## config.mk

```make
export PLATFORM = sky130hd
export DESIGN_NAME = fetch_stage_flat
export DESIGN_NICKNAME = d
export VERILOG_FILES = /design/src/rtl/fetch_stage_if.sv /design/src/rtl/fetch_stage.sv /design/src/flat_wrapper.sv
export SDC_FILE = /design/constraint.sdc
export NUM_CORES = 1
export LEC_CHECK = 0
export ABC_AREA = 1
export BUFFER_PORTS_ARGS = -buffer_cell sky130_fd_sc_hd__buf_2
export CAP_MARGIN = 20
export CORE_ASPECT_RATIO = 1.75
export CORE_MARGIN = 2
export CORE_UTILIZATION = 30
export CTS_BUF_LIST = sky130_fd_sc_hd__clkbuf_4 sky130_fd_sc_hd__clkbuf_8
export CTS_CLUSTER_DIAMETER = 120
export DETAILED_ROUTE_END_ITERATION = 10
export GPL_ROUTABILITY_DRIVEN = 0
export HOLD_SLACK_MARGIN = 0.1
export REMOVE_ABC_BUFFERS = 1
export SKIP_LAST_GASP = 1
export SLEW_MARGIN = 20
export SYNTH_ARGS = -nofsm -noshare
export SYNTH_HDL_FRONTEND = slang
export SYNTH_SLANG_ARGS = --single-unit
export TNS_END_PERCENT = 5
```

## constraint.sdc

```tcl
create_clock -name clk -period 2.4 [get_ports clk]
set_clock_uncertainty 0.05 [all_clocks]
set_input_delay 0.12 -clock clk [delete_from_list [all_inputs] [get_ports clk]]
set_output_delay 0.12 -clock clk [all_outputs]
set_load 0.01 [all_outputs]
```

## src/rtl/fetch_stage_if.sv

```systemverilog
// rtl/fetch_stage_if.sv - instruction-memory bus and IF/ID register bundle for the fetch stage
interface fetch_stage_if;
  logic [31:0] inst_addr;
  logic [31:0] instruction;
  logic [31:0] if_id_pc;
  logic [31:0] if_id_instruction;
  logic        if_id_valid;

  modport master (
    output inst_addr,
    input  instruction,
    output if_id_pc,
    output if_id_instruction,
    output if_id_valid
  );

  modport slave (
    input  inst_addr,
    output instruction,
    input  if_id_pc,
    input  if_id_instruction,
    input  if_id_valid
  );
endinterface

```

## src/rtl/fetch_stage.sv

```systemverilog
// rtl/fetch_stage.sv - IF stage: PC register, IF/ID pipeline register, redirect/freeze, perf counters
module fetch_stage #(
  parameter logic [31:0] PC_RESET    = 32'h0000_0000,
  parameter int          FLUSH_CNT_W = 16
) (
  input  logic                   clk,
  input  logic                   rst,
  input  logic                   freeze,
  input  logic                   branch_taken,
  input  logic [31:0]            branch_addr,
  fetch_stage_if.master          bus,
  output logic [31:0]            fetch_count,
  output logic [FLUSH_CNT_W-1:0] flush_count
);

  localparam logic [FLUSH_CNT_W-1:0] FLUSH_ONE = 1;

  // Only the word index is stored, so the fetch address can never be misaligned.
  logic [29:0] pc_word;
  logic [29:0] pc_word_next;
  logic [31:0] pc_plus4;
  logic [31:0] if_id_pc_q;
  logic [31:0] if_id_instruction_q;
  logic        if_id_valid_q;

  assign pc_word_next = pc_word + 30'd1;
  assign pc_plus4     = {pc_word_next, 2'b00};

  always_ff @(posedge clk) begin
    if (rst) begin
      pc_word             <= PC_RESET[31:2];
      if_id_pc_q          <= 32'd0;
      if_id_instruction_q <= 32'd0;
      if_id_valid_q       <= 1'b0;
      fetch_count         <= 32'd0;
      flush_count         <= '0;
    end else if (branch_taken) begin
      // Redirect wins over freeze: the instruction in IF/ID is on the wrong path.
      pc_word             <= branch_addr[31:2];
      if_id_pc_q          <= 32'd0;
      if_id_instruction_q <= 32'd0;
      if_id_valid_q       <= 1'b0;
      flush_count         <= flush_count + FLUSH_ONE;
    end else if (!freeze) begin
      pc_word             <= pc_word_next;
      if_id_pc_q          <= pc_plus4;
      if_id_instruction_q <= bus.instruction;
      if_id_valid_q       <= 1'b1;
      fetch_count         <= fetch_count + 32'd1;
    end
  end

  assign bus.inst_addr         = {pc_word, 2'b00};
  assign bus.if_id_pc          = if_id_pc_q;
  assign bus.if_id_instruction = if_id_instruction_q;
  assign bus.if_id_valid       = if_id_valid_q;

endmodule

```

## src/flat_wrapper.sv

```systemverilog
// flat-port wrapper written by rule: the top's interface ports become plain ports
module fetch_stage_flat 
#(
  parameter logic [31:0] PC_RESET    = 32'h0000_0000,
  parameter int          FLUSH_CNT_W = 16
)
  (clk, rst, freeze, branch_taken, branch_addr, fetch_count, flush_count, bus_inst_addr, bus_instruction, bus_if_id_pc, bus_if_id_instruction, bus_if_id_valid);
  fetch_stage_if bus_i ();
  input  logic clk;
  input  logic rst;
  input  logic freeze;
  input  logic branch_taken;
  input  logic [31:0] branch_addr;
  output logic [31:0] fetch_count;
  output logic [FLUSH_CNT_W-1:0] flush_count;
  output wire logic [$bits(bus_i.inst_addr)-1:0] bus_inst_addr;
  input wire logic [$bits(bus_i.instruction)-1:0] bus_instruction;
  output wire logic [$bits(bus_i.if_id_pc)-1:0] bus_if_id_pc;
  output wire logic [$bits(bus_i.if_id_instruction)-1:0] bus_if_id_instruction;
  output wire logic [$bits(bus_i.if_id_valid)-1:0] bus_if_id_valid;
  assign bus_inst_addr = bus_i.inst_addr;
  assign bus_i.instruction = bus_instruction;
  assign bus_if_id_pc = bus_i.if_id_pc;
  assign bus_if_id_instruction = bus_i.if_id_instruction;
  assign bus_if_id_valid = bus_i.if_id_valid;
  fetch_stage #(.PC_RESET(PC_RESET), .FLUSH_CNT_W(FLUSH_CNT_W)) u_core (.clk(clk), .rst(rst), .freeze(freeze), .branch_taken(branch_taken), .branch_addr(branch_addr), .bus(bus_i), .fetch_count(fetch_count), .flush_count(flush_count));
endmodule
```

Word level (Yosys, flattened, before mapping)
Index checks and enable logic that the tools add are counted.

storage, ports and cells
  register bits = 141
  input port bits = 68
  output and inout port bits = 145
  logic and storage cells = 16

cells by class
  add/sub/neg operators = 3
  eq/ne operators = 1
  mux-type cells = 2
  bitwise logic cells = 2
  reduce and logical (&&, ||, !) cells = 2

operators by type and width
  kind                   number
  $mux 30                2
  $add 32x1->32 const B  1
  $add 30x1->30 const B  1
  $add 16x1->16 const B  1
  $ne 2x1->1 const B     1
  $not 1->1              2
  $reduce_and 2->1       1
  $reduce_or 2->1        1

Logic depth before layout (Yosys ltp)
Gate-level depths: netlist of the first run.

  depth after elaboration = 3
  depth in mapped cells = 11
  mapped depth without buffers = 10

Worst setup path before layout of the first run
OpenSTA, ideal clock, no wires.

  kind = register to register
  start point = register u_core.pc_word[1]
  end point = register u_core.if_id_pc_q[16] (netlist: u_core.bus.if_id_pc[16])
  library setup time = 0.115 ns
  arrival time = 1.431 ns
  path slack = 0.804 ns
  cell stages (with the launch flop) = 8
  path buffers = 0
  cell sequence = dfxtp_1 ha_1 nand3_1 nor2_1 nand3_1 xor2_1 o21ai_0 inv_1

between the ends
  word-level cells in the longest chain between the ends = 1

ends and longest elaborated chain
  item                      RTL line           source
  start: declaration        fetch_stage.sv:19  logic [29:0] pc_word;
  start signal: assignment  fetch_stage.sv:31  pc_word <= PC_RESET[31:2];
  start signal: assignment  fetch_stage.sv:39  pc_word <= branch_addr[31:2];
  start signal: assignment  fetch_stage.sv:45  pc_word <= pc_word_next;
  $add 30x1->30             fetch_stage.sv:26  assign pc_word_next = pc_word + 30'd1;
  end signal: assignment    fetch_stage.sv:46  if_id_pc_q <= pc_plus4;
  end: declaration          fetch_stage.sv:22  logic [31:0] if_id_pc_q;

Every way passes these cells.
A chain may end at the register's enable or synchronous reset.

Worst setup path in the final report of the first run
  start point = input port branch_taken
  end point = register u_core.pc_word[0]

between the ends
  word-level cells in the longest chain between the ends = 1
  elaborated cells between the ends (all ways) = 2
  classes of those cells = 1 x eq/ne; 1 x mux

ends and longest elaborated chain
  item                                                    RTL line            source
  start: declaration                                      flat_wrapper.sv:12  input logic branch_taken;
  $ne 2x1->1 (no source line) or $mux 30 (tied branches)  n/a

Parallel ways exist; a longest one is shown, timed or not.

==> results of run 1 <==
## sequential cells by signal (all words and copies together), names as in the netlist
signal                        count
u_core.bus.if_id_instruction     32
u_core.fetch_count               32
u_core.bus.if_id_pc              30
u_core.pc_word                   30
u_core.flush_count               16
u_core.bus.if_id_valid            1
## worst max-delay path by stage
stage	cells after the start	from	slack (ns)	to
2_1_floorplan	8	u_core.fetch_count[0]$_SDFFE_PP0P_	0.76	u_core.fetch_count[30]$_SDFFE_PP0P_
3_3_place_gp	9	u_core.fetch_count[0]$_SDFFE_PP0P_	0.55	u_core.fetch_count[30]$_SDFFE_PP0P_
3_5_place_dp	9	u_core.fetch_count[0]$_SDFFE_PP0P_	0.54	u_core.fetch_count[30]$_SDFFE_PP0P_
4_1_cts	9	branch_taken	0.22	u_core.pc_word[0]$_SDFFE_PP0P_
5_1_grt	9	branch_taken	0.02	u_core.pc_word[0]$_SDFFE_PP0P_
6_report	9	branch_taken	0.16	u_core.pc_word[0]$_SDFFE_PP0P_
## metal layers
| layer | track usage [%] | up-vias |
|---|---|---|
| met5 | 0 | - |
| met4 | 8.11 | 0 |
| met3 | 5.16 | 50 |
| met2 | 36.0 | 218 |
| met1 | 17.7 | 3253 |
| li1 | - | 3709 |
## area by class of cell
type,instances,area (um2)
multi-input cells,713,3240
inverters,124,468
flip-flops and latches,141,2820
clock inverters,12,90.1
repair buffers,285,1810
well taps,296,370
fillers,2293,13000
clock buffers,20,269
## critical path, cell delays in order
cell,delay [ns]
buf_2,0.13
buf_4,0.24
nor2_4,0.38
inv_2,0.25
o21ai_0,0.21
nand2_1,0.06
dlygate4sd3_1,0.55
o21ai_0,0.08
dlygate4sd3_1,0.57
## report_power, final
part           internal [W]  switching, W
registers           0.00241     0.0000666
clock network      0.000783      0.000992
logic              0.000259      0.000332
## stage by stage
step / utilization (%) / instance area [um2] / setup slack, ns / hold WS (ns)
2_1_floorplan: - / 6530 / 0.763 / 0.139
4_1_cts: 41.1 / 9070 / 0.218 / 0.107
3_5_place_dp: 36.3 / 8020 / 0.543 / 0.325
3_3_place_gp: 36.3 / 8020 / 0.546 / 0.320
6_report: 41.1 / 9070 / 0.164 / 0.124
5_1_grt: 41.1 / 9070 / 0.0199 / 0.127
## cells in the mapped netlist, types with 6 or more instances
master,count,area (um2)
nand2_1,281,1050
nor2_1,162,608
dfxtp_1,141,2820
inv_1,118,443
a21oi_1,79,395
o21ai_0,60,300
nand3_1,37,185
clkbuf_1,28,105
xor2_1,14,123
nor3_1,12,60.1
a31oi_1,9,56.3
nand4_1,9,56.3
a22o_1,6,52.6
buf_2,6,30.0
nor2_2,6,37.5
## kinds of logic (layout without fill, tap and decap cells)
| logic type | after synthesis | after routing | share of synthesized area, % |
|---|---|---|---|
| compound gates | 165 | 165 | 13.1 |
| fa+ha+maj | 3 | 3 | 0.558 |
| xor+xnor | 18 | 18 | 2.34 |
| buf+inv | 167 | 441 | 10.1 |
| other cells | 1 | 4 | 0.0557 |
| flops | 141 | 141 | 42.0 |
| simple gates | 523 | 523 | 32.0 |
## cells in the final DEF, fill, tap and decap left out, drive strengths merged, types with 14 or more instances in the layout
cell / netlist / routed
clkbuf: 28 / 20
dlygate4sd3: 0 / 69
nor3: 14 / 14
buf: 15 / 216
dfxtp: 141 / 141
inv: 123 / 125
nand3: 40 / 40
xor2: 14 / 14
nor2: 172 / 172
o21ai: 65 / 65
nand2: 283 / 283
a21oi: 79 / 79
## timing repair
item | in CTS | in global routing
buffers inserted | 0 | 0
hold buffers | 69 | 0
endpoints found under the hold margin | 68 | 0
endpoints found under the setup margin | 0 | 0
==> results list, run 1 <==
* Gate Count Post-Synth: 1018
* Initial standard-cell utilization of the core: 30.5%
* Highest metal used: met4
* Clock latency on the worst-skew pair: 0.46 ns
* Leak Pwr: 4.31 nW
- The most used flip-flop cell after synthesis is dfxtp_1.
- The number of placed instances, taps included, is 1490.
- Post-Layout Cell Count: 1591
- DR vias/cell: 4.54
- Mean routed wirelength per cell: 14.2 um
- Detailed Route WL: 22500 um
- Hold path start: freeze
- The HPWL after detailed placement is 16100 um.
* Wire length of the first global-routing pass: 34400 um
- Horizontal die dimension: 117 um
- For this design the top-level I/O count stands at ~210.
- Type of element launching the critical path: primary input
* Time the worst path needs with I/O delays and setup: 2.24 ns
- The count of endpoints failing hold in the final timing report is 0.
- The final critical path takes up between 90 and 100% of the cycle.
- For this run, design rule violations remaining after detail routing come to 0.
* Netlist Area Pre-Place: 6730 um2
* Highest ir drop seen on vdd: approximately 0.00031 V
- Worst r2r path cells: 6
* Setup violations, final: 0
* Slew at the pin closest to its max-slew limit: around 0.68 ns
* Sum of routed wire segments on met1: about 8500 um
- Largest net degree at the start of global routing: 63
* Worst-path maximum fanout: 23
- Amount of wire on met3 after detailed routing: 1380 um
* Number of antenna violations at the first check in global routing: 0
- From bottom edge to top edge, the die measures approximately 200 um.
- The longest clock path from root to sink contains 2 buffers.
* Endpoint of the worst hold-timing path: u_core.fetch_count[1]$_SDFFE_PP0P_
- In this run, the number of DRC markers left after iteration 0 of detailed routing was 282.
* Max-slew violation count: 0
- Register-to-register setup slack: 0.41 ns
* CTS tree: done
* Total Neg Setup Slack: 0 ns
- Resize count post-CTS: 0
* Number of distinct library cells after synthesis: 36
- The floorplan step defined a core boundary enclosing 22100 um2.
* Count of antenna-violating nets left after detailed routing: 0
- The initialized floorplan defines 72 standard-cell rows.
- EDFF count, synth: 0
- Via count: just over 7k
- Port buffer count: 206
- Critical Path RT: 2.76 ns
- The floorplan step defined a die boundary enclosing 23700 um2.
- RSZ-0062 raised after global routing: false
- At the end of the flow, the number of nets in the layout was 1353.
- Averaged over all synthesized cells, the footprint is 6.61 um2.
- Maximum clock frequency: roughly 450 MHz
* Warnings from Yosys: 0
- CTS HTree Levels: 4
* Overall power of the completed layout: 0.00484 W
- For this run the aggregate overflow at the end of global routing stands at 0.
- Counting instances, the worst hold path has a depth of 5.
* Number of flip-flops and latches in the synthesized netlist: about 140
- Headroom to the max-slew limit came out at a little over half.
- The share of the Yosys chip area taken by registers is 42.0%.
* Outcome: completed
* Category of the critical setup timing path: primary input to flop
* Via count of the first global-routing pass: roughly 7k
- Synth async-reset ratio: 0%
* TritonCTS buffer count: 17
* Number of iterations in the first detailed-routing pass: 4
- Type of the tightest min-delay check: primary input to flop
- From synthesis to final layout, the design area changed by 34.8%.
* R2R Path Start: u_core.pc_word[0]$_SDFFE_PP0P_
- Antenna cell count: 0
- Data on the critical path arrives at its endpoint at 2.59 ns.
- The clock net in this run drives a total of 141 sinks.
* Global-route usage over all layers: 18.7%
- Met2 WL: 12000 um
* Category of the worst setup path capture point: flop
- Max cap viols: 0
- Master cell of the clock root buffer: clkbuf_8
* Power density over cell area: approximately 530 nW/um2
- Cells with a size suffix above 1 make up between 20% and 30% of the layout.
- In this run the critical register-to-register path is captured at u_core.pc_word[0]$_SDFFE_PP0P_.
- Post-CTS clock slew at the launch and capture registers of the worst setup and hold paths: 0.08 ns
No activity file was read; power rests on OpenSTA's default activity.
==> run 2: changes to the inputs <==
- CORE_UTILIZATION: 30 -> 57
- PLACE_DENSITY: unset -> 0.88
==> run 2 against run 1 <==
Cell count down 9.7%. Count of clock-buffer cells in the layout is 1 lower. Critical path depth unchanged. Largest cell class unchanged. Largest power group unchanged.
==> results list, run 2 (synthesis gave the netlist of run 1 again) <==
- Outcome: completed
- The final worst-path cycle share was 87.4% (-5.7 points).
* Final core utilization: 77.7% (+37 points)
- The signal on the critical path passes through dlygate4sd3_1 > buf_2 > inv_4 > nor2_4 > inv_2 > o21ai_0 > nand2_1 > o21ai_0 > dlygate4sd3_1.
* Clock latency on the worst-skew pair: 0.47 ns (about the same)
- The post-layout minimum cycle time was 2.10 ns (-0.137 ns).
- The worst supply voltage drop on vdd was 0.000372 V (+20%).
* Horizontal die dimension: 86.1 um (-27%)
* Count of standard-cell rows: 52 (-28%)
* Portion of total power attributed to the clock network: 37.5% (+0.8 points)
* Fraction of power spent switching nets: 29.0% (+0.31 points)
* Port buffer count: 206 (unchanged)
- Master cell of the clock root buffer: clkbuf_8
* Placeable core region: 11500 um2 (-48%)
- Via count of the first global-routing pass: 7826 (+12%)
- The post-layout total power came to 0.00500 W (+3.3%).
- The design internal power was 0.00355 W (+2.9%).
- Reported net switching power: 0.00145 W (+4.4%)
* Endpoints failing hold: 0 (unchanged)
- The global-route congestion overflow total came to 0 (unchanged).
- The post-route setup TNS was 0 ns (unchanged).
* Global-route usage over all layers: 38.1% (+19 points)
* Critical path's largest stage delay: 0.56 ns (about the same)
- DRC violations left: 0 (unchanged)
* Detailed placement HPWL: 13900 um (-13%)
- The number of antenna violations at the first check in global routing was 0 (unchanged).
- Count of cell instances traversed by the critical path: 9 (unchanged)
- Via count: 8143 (+13%)
- The TritonCTS sink count is 141 (unchanged).
- Most frequent cells in the layout: 281 x nand2_1, 206 x buf_2, 162 x nor2_1, 141 x dfxtp_1, 118 x inv_1
- Comb pwr share: 12.7% (+0.5 points)
- Layer with the highest usage after global routing: met2
- Broken down by cell family, the worst path's largest delay share belongs to buffers and inverters.
* Portion of total power attributed to sequential cells: 49.7% (-1.4 points)
* Category of the critical setup timing path: primary input to flop
- The effective utilization at floorplan came to 58.4% (+28 points).
* Largest net degree at the start of global routing: 63 (unchanged)
- Number of nets in the final layout: 1359 (+0.44%)
- Critical Path RT: 2.74 ns (-0.02 ns)
* Buffer and inverter count on the worst path: 5 (unchanged)
- DR vias/cell: 5.67 (+25%)
* Crit path max-delay cell type: dlygate4sd3_1
- The worst endpoint data arrival time was 2.44 ns (-0.15 ns).
- The clock slew at the register clock pins of the worst setup and hold paths was 0.08 ns (about the same).
- Setup repair after global routing left no endpoint under its margin.
* Worst rel slew slack: 57.4% (+3.0 points)
- Post-Layout Cell Count: 1436 (-9.7%)
- Leak Pwr: 4.34 nW (+0.70%)
- Number of fill cells in the layout: 791 (-66%)
- Top-level port count: 213 (unchanged)
- Leaving out fill and tap cells, the most frequent cell in the layout is nand2_1.
- Category of the worst setup path capture point: flop
- The maximum buffer depth of the clock tree is 2 (unchanged).
- CTS tree: done
- The max capacitance violation total came to 0 (unchanged).
- TritonCTS buffer count: 17 (unchanged)
- Detailed Route WL: 24500 um (+8.6%)
* Setup violations, final: 0 (unchanged)
* Power density over cell area: 559 nW/um2 (+4.7%)
- The post-detailed-route count of antenna-violating nets is 0 (unchanged).
- The number of DRC markers in iteration 0 was 778 (+180%).
- The maximum clock rate is 476 MHz (+6.5%).
* Met2 demand-to-capacity share in global routing: 65.4% (+29 points)
- Worst r2r path cells: 8 (+2)
- Type of the tightest min-delay check: primary input to flop
- The met3 demand-to-capacity share in global routing is 11.2% (+6.1 points).
- Met1 usage in global routing: 39.2% (+21 points)
- The area growth from synthesis to layout is 33.0%.
- Wire length of the first global-routing pass: 38100 um (+11%)
- Number of iterations in the first detailed-routing pass: 6 (+2)
- Die extent in y: 148 um (-27%)
* Die outline area: 12700 um2 (-46%)
* Share of cells above drive strength 1: 20.8% (-0.097 points)
* Worst-path maximum fanout: 17 (-26%)
- Antenna cell count: 0 (unchanged)
- The total placed cells including tap cells came to 1329 (-11%).
- The final count of pins violating max slew was 0 (unchanged).
* Worst hold path depth: 4 (-1)
- Slew at the pin closest to its max-slew limit: 0.639 ns (-0.0453 ns)
- The average routed wire per standard cell is 17.0 um (+20%).
- Type of element launching the critical path: primary input
- CTS HTree Levels: 4 (unchanged)
==> run 2: power by group through the flow <==
stage	Sequential [W]	Clock (W)	Combinational [W]
after floorplan	0.00255	0	0.000210
after global placement	0.00253	0	0.000478
after detailed placement	0.00253	0	0.000487
after CTS	0.00248	0.00188	0.000586
after global routing	0.00249	0.00198	0.000681
final	0.00249	0.00188	0.000636
==> run 2: what timing repair did <==
action	in CTS	in global routing
setup buffers	0	0
resized for setup	0	0
setup endpoints to repair	0	0
hold buffers	75	0
endpoints found under the hold margin	68	0
==> run 2: per-layer routing <==
metal / up-vias / part of all wire [%]
met5: - / 0
li1: 3729 / -
met4: 0 / 7.0
met3: 184 / 11
met1: 3626 / 33
met2: 604 / 49
==> run 2: worst paths after layout <==
| check | start | endpoint | slack (ns) |
|---|---|---|---|
| max | freeze | u_core.pc_word[0]$_SDFFE_PP0P_ | 0.30 |
| min | branch_taken | u_core.flush_count[1]$_SDFFE_PP0P_ | 0.15 |
| max reg2reg | u_core.pc_word[1]$_SDFFE_PP0P_ | u_core.bus.if_id_pc[20]$_SDFFE_PP0N_ | 0.33 |
| min reg2reg | u_core.bus.if_id_instruction[5]$_SDFFE_PP0N_ | u_core.bus.if_id_instruction[5]$_SDFFE_PP0N_ | 0.42 |
==> run 2: tightest hold or removal path, delay by kind of cell <==
kind                   cells  cell delay (ns)
and+or+nand+nor            2             0.14
buffers and inverters      2             0.34
==> run 2: area by class of cell <==
class                           count  area (um2)  share of cell area [%]
Clock buffer                       19         255                    2.85
Sequential cell                   141        2820                    31.5
Multi-Input combinational cell    713        3240                    36.2
Timing Repair Buffer              291        1870                    20.9
Tap cell                          135         169                    1.89
Clock inverter                     13         128                    1.43
Inverter                          124         468                    5.23
==> run 2: through the flow <==
step                area [um2]  setup slack, ns  hold slack, ns
floorplan                 6530            0.763           0.139
global placement          7820            0.611           0.320
detailed placement        7820            0.530           0.325
CTS                       8950            0.420           0.116
global route              8950            0.226           0.187
finish                    8950            0.301           0.148
==> run 3: changes to the inputs <==
- BUFFER_PORTS_ARGS: -buffer_cell sky130_fd_sc_hd__buf_2 -> unset
- CORE_UTILIZATION: 57 -> 61
- DONT_BUFFER_PORTS: unset -> 1
- HOLD_SLACK_MARGIN: 0.1 -> unset
- PLACE_DENSITY: 0.88 -> 0.77
==> run 3 against run 2 <==
Total power decreased by 2.5%. Critical path type unchanged. First-iteration DRC count is 46% lower. Critical endpoint is now u_core.pc_word[13]$_SDFFE_PP0P_. Utilization rose by 0.42 points. Global-route usage fell by 5.2 points.
==> results list, run 3 (synthesis gave the netlist of run 1 again) <==
- Outcome: completed
- TritonCTS built the clock tree.
- The average routed wire per standard cell was 16.0 um (-5.9%).
* Count of antenna-violating nets left after detailed routing: 0 (unchanged)
* Maximum clock frequency: 421 MHz (-12%)
- Number of fill cells in the layout: 777 (-1.8%)
- R2R Path Start: u_core.pc_word[1]$_SDFFE_PP0P_
* Placeable core region: 10700 um2 (-7.1%)
- The number of port buffers came to 0 (-100%).
- The total power per unit cell area is 584 nW/um2 (+4.4%).
- From synthesis to final layout, the design area changed by 24.3%.
- The critical path in this run is classified as primary input to flop.
- Clock sink count: 141 (unchanged)
- Most common cell after layout, fill and taps aside: nand2_1
* Max cap viols: 0 (unchanged)
* Most frequent cells in the layout: 280 x nand2_1, 161 x nor2_1, 139 x dfxtp_1, 118 x inv_1, 112 x dlygate4sd3_1
* Setup violations, final: 0 (unchanged)
- The worst hold path belongs to the class primary input to flop.
* Count of standard-cell rows: 50 (-3.8%)
* Initial standard-cell utilization of the core: 62.9% (+4.5 points)
- Met2 demand-to-capacity share in global routing: 63.8% (-1.6 points)
* Worst Setup Slack post-DPL: 0.465 ns (-0.0649 ns)
* First-iteration detailed-routing DRC count: 419 (-46%)
* Die extent in y: 143 um (-3.2%)
- The critical path goes through dlygate4sd3_1 > buf_16 > inv_4 > nor2_4 > a22o_1 > dlygate4sd3_1 > inv_1 > a21oi_1 > dlygate4sd3_1.
- Worst path setup slack after routing: 0.0273 ns (-0.274 ns)
* Clock latency on the worst-skew pair: 0.44 ns (-0.03 ns)
- Post-CTS clock slew at the launch and capture registers of the worst setup and hold paths: 0.08 ns (about the same)
- Clock tree synthesis selected as its root buffer the cell clkbuf_8.
* Category of the worst setup path capture point: flop
- DRC violations left: 0 (unchanged)
- Setup repair after global routing could not meet its margin everywhere.
* Number of antenna violations at the first check in global routing: 0 (unchanged)
- Placed cells: 1112 (-16%)
* Crit path max-delay cell type: dlygate4sd3_1
* Detailed Route WL: 20200 um (-17%)
* Horizontal die dimension: 83.4 um (-3.2%)
- The wire length of the first global-routing pass was 31600 um (-17%).
- Multi-input combinational cell area: 3250 um2 (+0.46%)
- TritonCTS buffer count: 17 (unchanged)
- The via count of the first global-routing pass came to 6680 (-15%).
- The total die area was 11900 um2 (-6.3%).
- Endpoint of the worst hold-timing path: u_core.flush_count[12]$_SDFFE_PP0P_
* Via count: 6870 (-16%)
- Combined flip-flop and latch cell area: 2830 um2 (about the same)
- The critical-path maximum fanout was 10 (-7).
- Worst hold path depth: 4 (unchanged)
- The transition time at the pin with the least slew margin is 0.954 ns (+0.315 ns).
- The worst supply voltage drop on vdd was 0.000592 V (+59%).
- The remaining max-slew budget at the tightest pin came to 36.2% (-21 points).
* Register-to-register setup slack: 0.06 ns (-0.27 ns)
- Layer with the highest usage after global routing: met2
- The final worst-path cycle share came to 98.9% (+11 points).
* Worst r2r path cells: 11 (+3)
* Largest net degree at the start of global routing: 64 (+1.6%)
- Critical path's largest stage delay: 0.64 ns (+0.08 ns)
- CTS HTree Levels: 4 (unchanged)
- Critical Path RT: 2.73 ns (about the same)
- The worst setup path is launched from a primary input.
- The final count of pins violating max slew is 0 (unchanged).
- Detailed placement HPWL: 12200 um (-12%)
* Most frequent cell on the critical path: dlygate4sd3_1
* Time the worst path needs with I/O delays and setup: 2.37 ns (+0.274 ns)
* Top-level port count: 213 (unchanged)
- The worst endpoint data arrival time was 2.71 ns (+0.27 ns).
- Share of cells above drive strength 1: 6.18% (-15 points)
- The maximum buffer depth of the clock tree came to 2 (unchanged).
* Overflow left after global routing: 0 (unchanged)
- Met3 Use GR: 10.5% (-0.76 points)
* Number of nets in the final layout: 1192 (-12%)
- The number of diodes added for antenna fixing is 0 (unchanged).
- The number of standard cells in the layout, taps in and fillers out was 1262 (-12%).
- Capture point of the worst reg-to-reg path: u_core.bus.if_id_pc[22]$_SDFFE_PP0N_
* Leak Pwr: 3.54 nW (-19%)
- The met1 capacity usage during global routing came to 31.2% (-8.0 points).
- The first-pass iteration count of the detailed router is 5 (-1).
- DR vias/cell: 5.44 (-4.0%)
- Global-route usage over all layers: 32.9% (-5.2 points)
* Endpoints failing hold: 0 (unchanged)
- The worst hold path begins at branch_taken.
-- run 3: cell count changes in the layout (fill, tap and decap cells not counted), moves of 2 or more --
cell,previous run,this run
clkinv_2,0,4
buf_12,1,3
clkinv_4,0,2
dlygate4sd3_1,75,112
dfxtp_1,141,139
clkinvlp_4,6,3
inv_6,6,0
buf_2,206,0
dfxtp_2,0,2
-- run 3: area by class of cell --
| cell class | instances | area share (%) |
|---|---|---|
| Clock buffer | 19 | 3.13 |
| Timing Repair Buffer | 124 | 15.2 |
| Multi-Input combinational cell | 713 | 38.9 |
| Tap cell | 130 | 1.95 |
| Inverter | 124 | 5.60 |
| Sequential cell | 141 | 33.8 |
| Clock inverter | 11 | 1.44 |
-- run 3: metal layers --
metal / up-vias / routed length [um]
li1: 3377 / -
met1: 3107 / 6810
met2: 324 / 11000
met3: 62 / 1730
met4: 0 / 743
met5: - / 0
-- run 3: timing repair --
action                     in CTS  in global routing
resized for setup               0                  6
hold endpoints to repair      116                  0
buffers inserted                0                  5
hold buffers                  115                  0
setup endpoints to repair       0                  9
-- run 3: where the power goes --
group          internal, W  switching, W
Clock             0.000961      0.000896
Combinational     0.000233      0.000256
Sequential         0.00241      0.000122
-- run 3: how the worst max path moves through the flow --
stage / startpoint / endpoint / slack (ns) / cells after the start
floorplan: u_core.fetch_count[0]$_SDFFE_PP0P_ / u_core.fetch_count[30]$_SDFFE_PP0P_ / 0.76 / 8
global placement: u_core.fetch_count[0]$_SDFFE_PP0P_ / u_core.fetch_count[30]$_SDFFE_PP0P_ / 0.52 / 9
detailed placement: u_core.fetch_count[0]$_SDFFE_PP0P_ / u_core.fetch_count[30]$_SDFFE_PP0P_ / 0.47 / 9
CTS: freeze / u_core.pc_word[13]$_SDFFE_PP0P_ / 0.02 / 9
global route: u_core.pc_word[5]$_SDFFE_PP0P_ / u_core.pc_word[25]$_SDFFE_PP0P_ / -0.07 / 9
finish: freeze / u_core.pc_word[13]$_SDFFE_PP0P_ / 0.03 / 9
-- run 3: worst max-delay path, delay by kind of cell --
family	cells	cell delay, ns
AND/OR/NAND/NOR	1	0.28
AO/OA/AOI/OAI	2	0.30
buffers and inverters	6	2.00
-- run 3: per-stage QoR --
stage	TNS, ns	power [W]	cell area [um2]	hold slack (ns)	util (%)
global placement	0	0.00285	6730	0.155	62.9
CTS	0	0.00487	8300	0.00321	77.6
floorplan	0	0.00276	6530	0.139	-
detailed placement	0	0.00285	6730	0.155	62.9
finish	0	0.00488	8360	0.0233	78.1
global route	-0.260	0.00504	8360	0.0327	78.1
